--- config.mk ---
export PLATFORM = sky130hd
export DESIGN_NAME = pixel_consumer
export DESIGN_NICKNAME = d
export VERILOG_FILES = /design/src/rtl/pixel_consumer.sv
export SDC_FILE = /design/constraint.sdc
export NUM_CORES = 1
export LEC_CHECK = 0
export CORE_MARGIN = 2
export CORE_UTILIZATION = 40
export CTS_CLUSTER_DIAMETER = 100
export DETAILED_ROUTE_END_ITERATION = 6
export GPL_TIMING_DRIVEN = 0
export PLACE_DENSITY_LB_ADDON = 0.2
export SLEW_MARGIN = 15
export SYNTH_ARGS = -nofsm -noshare
export SYNTH_HDL_FRONTEND = slang
export SYNTH_SLANG_ARGS = --single-unit
--- constraint.sdc ---
create_clock -name sensor_clk -period 3 [get_ports sensor_clk]
set_clock_uncertainty 0.05 [all_clocks]
set_input_delay 0.45 -clock sensor_clk [delete_from_list [all_inputs] [get_ports sensor_clk]]
set_output_delay 0.45 -clock sensor_clk [all_outputs]
set_load 0.02 [all_outputs]
--- src/rtl/pixel_consumer.sv ---
// pixel_consumer: takes an unthrottled pixel stream, tags each pixel with
// start-of-frame / end-of-line / end-of-frame, buffers it in a small skid
// FIFO for a ready/valid downstream, and keeps per-frame sum and count.
module pixel_consumer #(
    parameter int IMAGE_SIZE  = 1024,
    parameter int IMAGE_WIDTH = 32,
    parameter int FIFO_DEPTH  = 4
) (
    input  logic        sensor_clk,
    input  logic        rst_n,
    input  logic [7:0]  pixel,
    input  logic        valid,
    output logic        ready,
    output logic [7:0]  out_pixel,
    output logic        out_sof,
    output logic        out_eol,
    output logic        out_eof,
    output logic        out_valid,
    input  logic        out_ready,
    output logic        frame_done,
    output logic [15:0] frame_sum,
    output logic [15:0] frame_count,
    output logic        overflow
);

    localparam int PTR_W = (FIFO_DEPTH > 1) ? $clog2(FIFO_DEPTH) : 1;
    localparam int CNT_W = PTR_W + 1;
    localparam int COL_W = (IMAGE_WIDTH > 1) ? $clog2(IMAGE_WIDTH) : 1;
    localparam int IDX_W = (IMAGE_SIZE > 1) ? $clog2(IMAGE_SIZE) : 1;

    localparam logic [CNT_W-1:0] DEPTH_C   = CNT_W'(FIFO_DEPTH);
    localparam logic [COL_W-1:0] COL_LAST  = COL_W'(IMAGE_WIDTH - 1);
    localparam logic [IDX_W-1:0] IDX_LAST  = IDX_W'(IMAGE_SIZE - 1);

    // FIFO storage and bookkeeping
    logic [10:0]      mem_reg [FIFO_DEPTH];
    logic [PTR_W-1:0] wr_ptr_reg;
    logic [PTR_W-1:0] rd_ptr_reg;
    logic [CNT_W-1:0] count_reg;
    logic             run_reg;

    // Frame position and accumulation
    logic [COL_W-1:0] col_reg;
    logic [IDX_W-1:0] idx_reg;
    logic [15:0]      run_sum_reg;
    logic [15:0]      frame_sum_reg;
    logic [15:0]      frame_count_reg;
    logic             frame_done_reg;
    logic             overflow_reg;

    logic        sof_in;
    logic        eol_in;
    logic        eof_in;
    logic [15:0] sum_next;
    logic        fifo_full;
    logic        fifo_pop;
    logic        fifo_wr;
    logic        beat_drop;
    logic [CNT_W-1:0] free_cnt;
    logic [10:0] head_entry;

    assign sof_in   = (idx_reg == '0);
    assign eol_in   = (col_reg == COL_LAST);
    assign eof_in   = (idx_reg == IDX_LAST);
    assign sum_next = sof_in ? {8'h00, pixel} : (run_sum_reg + {8'h00, pixel});

    assign fifo_full = (count_reg == DEPTH_C);
    assign out_valid = (count_reg != '0);
    assign fifo_pop  = out_valid && out_ready;
    // A full FIFO still accepts a beat when the head leaves on the same edge.
    assign fifo_wr   = valid && (!fifo_full || fifo_pop);
    assign beat_drop = valid && fifo_full && !fifo_pop;

    // The producer reacts one cycle late, so keep room for the beat in flight.
    assign free_cnt = DEPTH_C - count_reg;
    assign ready    = run_reg && (free_cnt >= CNT_W'(2));

    // Head is shown combinationally; an empty FIFO (including reset) reads 0.
    assign head_entry = mem_reg[rd_ptr_reg];
    assign {out_sof, out_eol, out_eof, out_pixel} = out_valid ? head_entry : 11'h000;

    assign frame_done  = frame_done_reg;
    assign frame_sum   = frame_sum_reg;
    assign frame_count = frame_count_reg;
    assign overflow    = overflow_reg;

    // Entry storage: written in arrival order, contents need no reset.
    always_ff @(posedge sensor_clk) begin
        if (fifo_wr) begin
            mem_reg[wr_ptr_reg] <= {sof_in, eol_in, eof_in, pixel};
        end
    end

    // Pointers and occupancy; push+pop together leaves the count unchanged.
    always_ff @(posedge sensor_clk or negedge rst_n) begin
        if (!rst_n) begin
            wr_ptr_reg <= '0;
            rd_ptr_reg <= '0;
            count_reg  <= '0;
            run_reg    <= 1'b0;
        end else begin
            run_reg <= 1'b1;
            if (fifo_wr) begin
                wr_ptr_reg <= wr_ptr_reg + PTR_W'(1);
            end
            if (fifo_pop) begin
                rd_ptr_reg <= rd_ptr_reg + PTR_W'(1);
            end
            if (fifo_wr && !fifo_pop) begin
                count_reg <= count_reg + CNT_W'(1);
            end else if (!fifo_wr && fifo_pop) begin
                count_reg <= count_reg - CNT_W'(1);
            end
        end
    end

    // Frame position, running sum and frame statistics advance on every beat, dropped or not.
    always_ff @(posedge sensor_clk or negedge rst_n) begin
        if (!rst_n) begin
            col_reg         <= '0;
            idx_reg         <= '0;
            run_sum_reg     <= '0;
            frame_sum_reg   <= '0;
            frame_count_reg <= '0;
            frame_done_reg  <= 1'b0;
            overflow_reg    <= 1'b0;
        end else begin
            frame_done_reg <= 1'b0;
            if (valid) begin
                col_reg     <= eol_in ? '0 : (col_reg + COL_W'(1));
                idx_reg     <= eof_in ? '0 : (idx_reg + IDX_W'(1));
                run_sum_reg <= sum_next;
                if (eof_in) begin
                    frame_sum_reg   <= sum_next;
                    frame_done_reg  <= 1'b1;
                    frame_count_reg <= frame_count_reg + 16'd1;
                end
                if (beat_drop) begin
                    overflow_reg <= 1'b1;
                end
            end
        end
    end

endmodule

==> results by group, run 1 <==
Global route
  – Grt met2 use: 0.257
  – Largest net degree at the start of global routing: 49
  – Grt met3 use: 0.0526
  – Met1 usage in global routing: 0.224
  – Antenna violations before repair: 0
  – GRT busiest layer: met2
  – Vias in the first global route: 3719
  – Grt total ovfl: 0
  – First-pass GRT wire length: 18.8 mm
  – Tot GR Track Use: 0.168

Routing
  – Total wire length: 11.4 mm
  – # DRC: 0
  – ANT nets after route: 0
  – DR vias/cell: just over 5
  – TritonRoute pass-1 iters: 4
  – Detailed-route via count: roughly 3700
  – Routed len/inst: 15.8 um
  – 1st-iter DRT viols: 197

Synth
  – Synth Instances: 454
  – Seq/Total Area, Yosys: 0.572
  – Synth area leaders: dfrtp_1 33%, edfxtp_1 24%, ha_1 5.0%
  – Synth area leader: dfrtp_1
  – Synthesis warning total: 0
  – Post-synth cell types: 47
  – Mapped Area: ~5500 um^2
  – Syn Area/Cell: 12.1 um^2
  – Post-synthesis net count: 490
  – Yosys reg bits: 117
  – Top cell type's share of synthesized area: 0.332

Clocking
  – # clock sinks: 117
  – Num CTS Buffers: 17
  – Worst-path clk slew: about 50 ps
  – CTS HTree Levels: 4
  – CTS tree: yes
  – Post CTS Setup Buffer Count: 0
  – Clock Path Buffers: 2
  – Root Driver: clkbuf_16
  – Clk_lat worst skew: 410 ps

Power
  – Lkg Pwr: slightly below 3 nW
  – Worst IR Drop VDD: 0.318 mV
  – Sw frac: 0.321
  – Clock Power Share: 0.312
  – Logic pwr share: 0.321
  – Int Power: 4.15 mW
  – Switching power: roughly 2.0 mW
  – Sequential power share: 0.367
  – Total power draw: 6.11 mW
  – Power per Cell Area: 881 nW/um^2

Finish
  – ANT cells: 0
  – Fillers: 1188
  – Largest register FFs: 44
  – Area Overhead vs Synth: 25.9%
  – Most frequent cells in the layout: 73 x dfrtp_1, 47 x nand2_1, 47 x clkdlybuf4s50_1
  – Share of cells above drive strength 1: 0.112
  – Nets: 568
  – Finished layout cell area: 6930 um^2
  – Most common cell after layout, fill and taps aside: dfrtp_1

Timing
  – Ratio of final minimum period to clock period: 0.917
  – Fmax: between 300 and 400 MHz
  – Tmin final: approximately 2800 ps
  – Final hold vios: 0
  – Worst setup margin: ~250 ps
  – Worst slew pin tran: around 630 ps
  – # setup viols final: 0
  – Setup TNS Final: 0 ps
  – Slew headroom: 0.580
  – Slew Viols, Final: 0
  – RSZ-0062 raised after global routing: no
  – Minimum hold slack: 425 ps

Placement
  – Routability congestion estimate: 0.779
  – DP Worst Slack: -21.6 ps
  – Area after DPL: ~6300 um^2
  – Post-DP HPWL: 7.90 mm
  – IO Port Bufs: 57

Floorplan
  – Chip height: 121 um
  – CORE AREA: 13300 um^2
  – Die X: 121 um
  – Full die area: 14700 um^2
  – IO Count: 59
  – Starting density of the core: 0.412
  – Site Rows: 42

Setup path
  – R2R Path Start: count_reg[0]
  – Reg2reg end: count_reg[2]
  – Crit path capture type: output pin
  – Startpoint Class: flop
  – FF-to-FF setup slack: around 290 ps
  – CP arrival: 2250 ps
  – R2R depth: 12
  – Peak fanout along the critical path: 10
  – Setup CP Type: flop to output pin
  – Req. time, crit path: 2500 ps

Worst hold path
  – WHS Endpoint: frame_sum[4]
  – Hold path depth: 2
  – Hold Startpoint: frame_sum[4]
  – Hold Crit Class: flop to flop

Outcome
  – Status: complete, no violations

Flow run
  – Maxcap violations: 0
-- per-stage QoR --
stage / instances / utilization
2_1_floorplan: 454 / -
3_3_place_gp: 687 / 0.472
3_5_place_dp: 688 / 0.473
4_1_cts: 721 / 0.516
5_1_grt: 721 / 0.519
6_report: 721 / 0.519
-- layer usage --
layer | up-vias | routed length (um)
li1 | 1796 | -
met1 | 1815 | 5390
met2 | 85 | 5230
met3 | 14 | 618
met4 | 0 | 146
met5 | - | 0
-- cell usage after synthesis (all sizes together) --
cell / number
a31oi: 2
nand3b: 1
nand2: 47
a31o: 1
xnor2: 25
nor3: 6
nor2: 19
edfxtp: 44
and3: 12
o21a: 1
clkbuf: 7
a41o: 1
mux4: 11
o2bb2ai: 1
mux2: 5
conb: 1
fa: 2
buf: 8
o21bai: 1
mux2i: 5
dfrtp: 73
nand4: 16
nor2b: 1
a21oi: 21
a21boi: 1
o31ai: 6
nor4: 2
or4: 1
xor2: 15
ha: 22
a41oi: 1
and2: 15
a211oi: 2
or3: 5
o211ai: 7
a21o: 3
inv: 20
nand3: 16
o21ai: 27
-- cells by family after synthesis --
kind of cell,after synthesis,share of synthesized area
mux,21,0.0643
fa+ha+maj,24,0.0573
buf+inv,35,0.0252
flops,117,0.572
simple gates,141,0.134
other cells,1,0.000681
compound gates,75,0.0827
xor+xnor,40,0.0637
-- power by group through the flow --
stage,Clock (mW),Combinational (mW),Sequential [mW]
2_1_floorplan,0,1.38,2.21
5_1_grt,2.03,2.18,2.29
4_1_cts,1.95,2.00,2.24
3_3_place_gp,0,1.94,2.25
3_5_place_dp,0,1.99,2.27
6_report,1.90,1.96,2.24
-- worst max path at each step --
stage	cells after the start	start	slack (ps)	end
floorplan	12	count_reg[0]	430	count_reg[2]
global placement	1	rst_n	-1170	col_reg[0]
detailed placement	8	pixel[0]	-20	run_sum_reg[6]
CTS	4	rd_ptr_reg[1]	20	out_pixel[6]
global route	12	count_reg[0]	30	count_reg[2]
finish	6	count_reg[0]	250	out_valid
-- worst max-delay path: stages (launching register included) --
cell and delay (ps):
dfrtp_1 400, inv_1 80, ha_1 220, ha_1 180
inv_1 140, clkbuf_4 210, clkdlybuf4s50_1 600
-- timing repair --
action / in CTS / in global routing
hold buffers: 1 / 0
resized for setup: 2 / 13
endpoints found under the hold margin: 25 / 0
endpoints found under the setup margin: 9 / 11
-- final cells by class --
class	count	area [um^2]	share of cell area
sequential	117	3150	0.454
multi-input combinational	302	2230	0.322
timing repair buffer	59	628	0.0906
clock buffer	21	450	0.0650
tap	176	220	0.0318
clock inverter	11	110	0.0159
inverter	20	75.1	0.0108
buffer	15	70.1	0.0101
No activity file was read; power rests on OpenSTA's default activity.
==> run 2, diff against run 1 <==
--- a/config.mk
+++ b/config.mk
@@ -8,7 +8,9 @@
 export CORE_MARGIN = 2
 export CORE_UTILIZATION = 40
 export CTS_CLUSTER_DIAMETER = 100
+export CTS_CLUSTER_SIZE = 24
 export DETAILED_ROUTE_END_ITERATION = 6
+export GPL_ROUTABILITY_DRIVEN = 0
 export GPL_TIMING_DRIVEN = 0
 export PLACE_DENSITY_LB_ADDON = 0.2
 export SLEW_MARGIN = 15
==> constraint.sdc (replaced) <==
create_clock -name sensor_clk -period 3.3 [get_ports sensor_clk]
set_clock_uncertainty 0.05 [all_clocks]
set_input_delay 0.495 -clock sensor_clk [delete_from_list [all_inputs] [get_ports sensor_clk]]
set_output_delay 0.495 -clock sensor_clk [all_outputs]
set_load 0.02 [all_outputs]
==> results by group, run 2 (synthesis gave the netlist of run 1 again) <==
Power
  – Worst IR Drop VDD: 0.289 mV (-9.0%)
  – Power per Cell Area: 807 nW/um^2 (-8.4%)
  – Total power draw: 5.56 mW (-8.9%)
  – Lkg Pwr: 2.84 nW (-3.3%)

Floorplan
  – CORE AREA: 13300 um^2 (unchanged)
  – Site Rows: 42 (unchanged)
  – Chip height: 121 um (unchanged)
  – Full die area: 14700 um^2 (unchanged)
  – Die X: 121 um (unchanged)
  – IO Count: 59 (unchanged)
  – Starting density of the core: 0.412 (unchanged)

Routing
  – 1st-iter DRT viols: 205 (+4.1%)
  – Routed len/inst: 15.8 um (about the same)
  – TritonRoute pass-1 iters: 4 (unchanged)
  – Detailed-route via count: 3713 (+0.081%)
  – Total wire length: 11.4 mm (about the same)
  – DR vias/cell: 5.15 (about the same)
  – # DRC: 0 (unchanged)
  – ANT nets after route: 0 (unchanged)

Setup path
  – Startpoint Class: flop
  – Ordered list of cells on the worst path: inv_1 -> ha_1 -> ha_1 -> inv_1 -> clkbuf_1 -> and2_1 -> clkdlybuf4s50_1
  – Crit path largest cell delay: 600 ps (about the same)
  – Crit path max-delay cell type: clkdlybuf4s50_1
  – Worst Setup SP: count_reg[0]
  – R2R Path Start: count_reg[0]
  – Peak fanout along the critical path: 10 (unchanged)
  – CP arrival: 2490 ps (+240 ps)
  – Setup CP Type: flop to output pin
  – Crit path capture type: output pin
  – Req. time, crit path: 2750 ps (+250 ps)

Timing
  – Slew headroom: 0.582 (+0.00226)
  – Slew Viols, Final: 0 (unchanged)
  – Worst slew pin tran: 627 ps (-3.39 ps)
  – Fmax: approximately 330 MHz
  – Tmin final: 3030 ps
  – # setup viols final: 0 (unchanged)
  – Final hold vios: 0 (unchanged)
  – Setup TNS Final: 0 ps (unchanged)
  – RSZ-0062 raised after global routing: no
  – Worst setup margin: 269 ps (+19.4 ps)
  – Ratio of final minimum period to clock period: 0.918
  – Minimum hold slack: 425 ps (-0.0910 ps)

Clocking
  – Clk_lat worst skew: 410 ps (about the same)
  – CTS tree: yes
  – Root Driver: clkbuf_16
  – Worst-path clk slew: 50 ps (about the same)
  – Num CTS Buffers: 17 (unchanged)
  – CTS HTree Levels: 4 (unchanged)
  – Clock Path Buffers: 2 (unchanged)
  – # clock sinks: 117 (unchanged)

Finish
  – Multi-input logic area: 2220 um^2 (-0.34%)
  – Share of cells above drive strength 1: 0.110 (-0.00183)
  – Area Overhead vs Synth: 25.3%
  – Fillers: 1191 (+0.25%)
  – Finished layout cell area: 6890 um^2 (-0.52%)
  – Most frequent cells in the layout: 73 x dfrtp_1, 56 x clkdlybuf4s50_1, 47 x nand2_1
  – Core Util, Final: 0.516 (-0.00272)
  – ANT cells: 0 (unchanged)
  – Nets: 568 (unchanged)
  – Post-route non-filler standard cell count: 721 (unchanged)
  – Most common cell after layout, fill and taps aside: dfrtp_1
  – Register Area: 3150 um^2 (unchanged)
  – Largest register FFs: 44 (unchanged)

Flow run
  – Maxcap violations: 0 (unchanged)

Global route
  – Antenna violations before repair: 0 (unchanged)
  – Largest net degree at the start of global routing: 49 (unchanged)
  – First-pass GRT wire length: 18.8 mm (about the same)
  – Grt total ovfl: 0 (unchanged)
  – Vias in the first global route: 3726 (+0.19%)
  – Tot GR Track Use: 0.168 (about the same)

Placement
  – DP Worst Slack: 233 ps (+255 ps)
  – Post-DP HPWL: 7.90 mm (unchanged)
  – Placed cells: 688 (unchanged)
  – IO Port Bufs: 57 (unchanged)
  – Area after DPL: 6320 um^2 (unchanged)

Outcome
  – Status: complete, no violations

Worst hold path
  – Hold Startpoint: frame_sum[4]
  – Hold Crit Class: flop to flop
[run 2: layout make-up]
type,instances,area share
sequential,117,0.457
multi-input combinational,302,0.322
timing repair buffer,59,0.0878
clock buffer,21,0.0653
tap,176,0.0319
clock inverter,11,0.0160
inverter,20,0.0109
buffer,15,0.00926
[run 2: path summary, 6_finish.rpt]
kind	end	slack (ps)	cells after the start
setup / recovery	out_eol	270	7
hold / removal	frame_sum[4]	430	2
setup reg to reg	count_reg[2]	540	12
hold reg to reg	frame_sum[4]	430	2
max in group asynchronous	frame_sum[9]	2160	3
min in group asynchronous	frame_count[11]	480	2
[run 2: power breakdown]
part | total, mW | internal, mW | switching [mW] | leakage (nW)
combinational | 1.79 | 0.839 | 0.951 | 1.25
clock | 1.74 | 1.12 | 0.619 | 0.268
sequential | 2.04 | 1.82 | 0.214 | 1.33
total | 5.56 | 3.78 | 1.78 | 2.84
[run 2: what timing repair did]
action	in CTS	in global routing
setup endpoints to repair	0	1
hold buffers	1	0
buffers inserted	0	0
hold endpoints to repair	25	0
gates resized for setup	0	1
[run 2: metal layers]
layer,global-route usage,vias to the layer above,share of wire
met5,0,-,0
met1,0.223,1811,0.47
li1,-,1795,-
met4,0.0668,0,0.022
met3,0.0526,18,0.051
met2,0.257,89,0.45
[run 2: worst max-delay path: cells and delay by family, from the launching register on]
family | cells | cell delay [ps]
adder cells (fa/ha/maj) | 2 | 400
buffers and inverters | 4 | 1090
AND/OR/NAND/NOR | 1 | 180
flip-flops | 1 | 400
==> run 3, diff against run 2 <==
--- a/config.mk
+++ b/config.mk
@@ -5,6 +5,7 @@
 export SDC_FILE = /design/constraint.sdc
 export NUM_CORES = 1
 export LEC_CHECK = 0
+export CAP_MARGIN = 20
 export CORE_MARGIN = 2
 export CORE_UTILIZATION = 40
 export CTS_CLUSTER_DIAMETER = 100
==> results of run 3 <==
Final layout, timing and power as in run 2 (identical DEF).
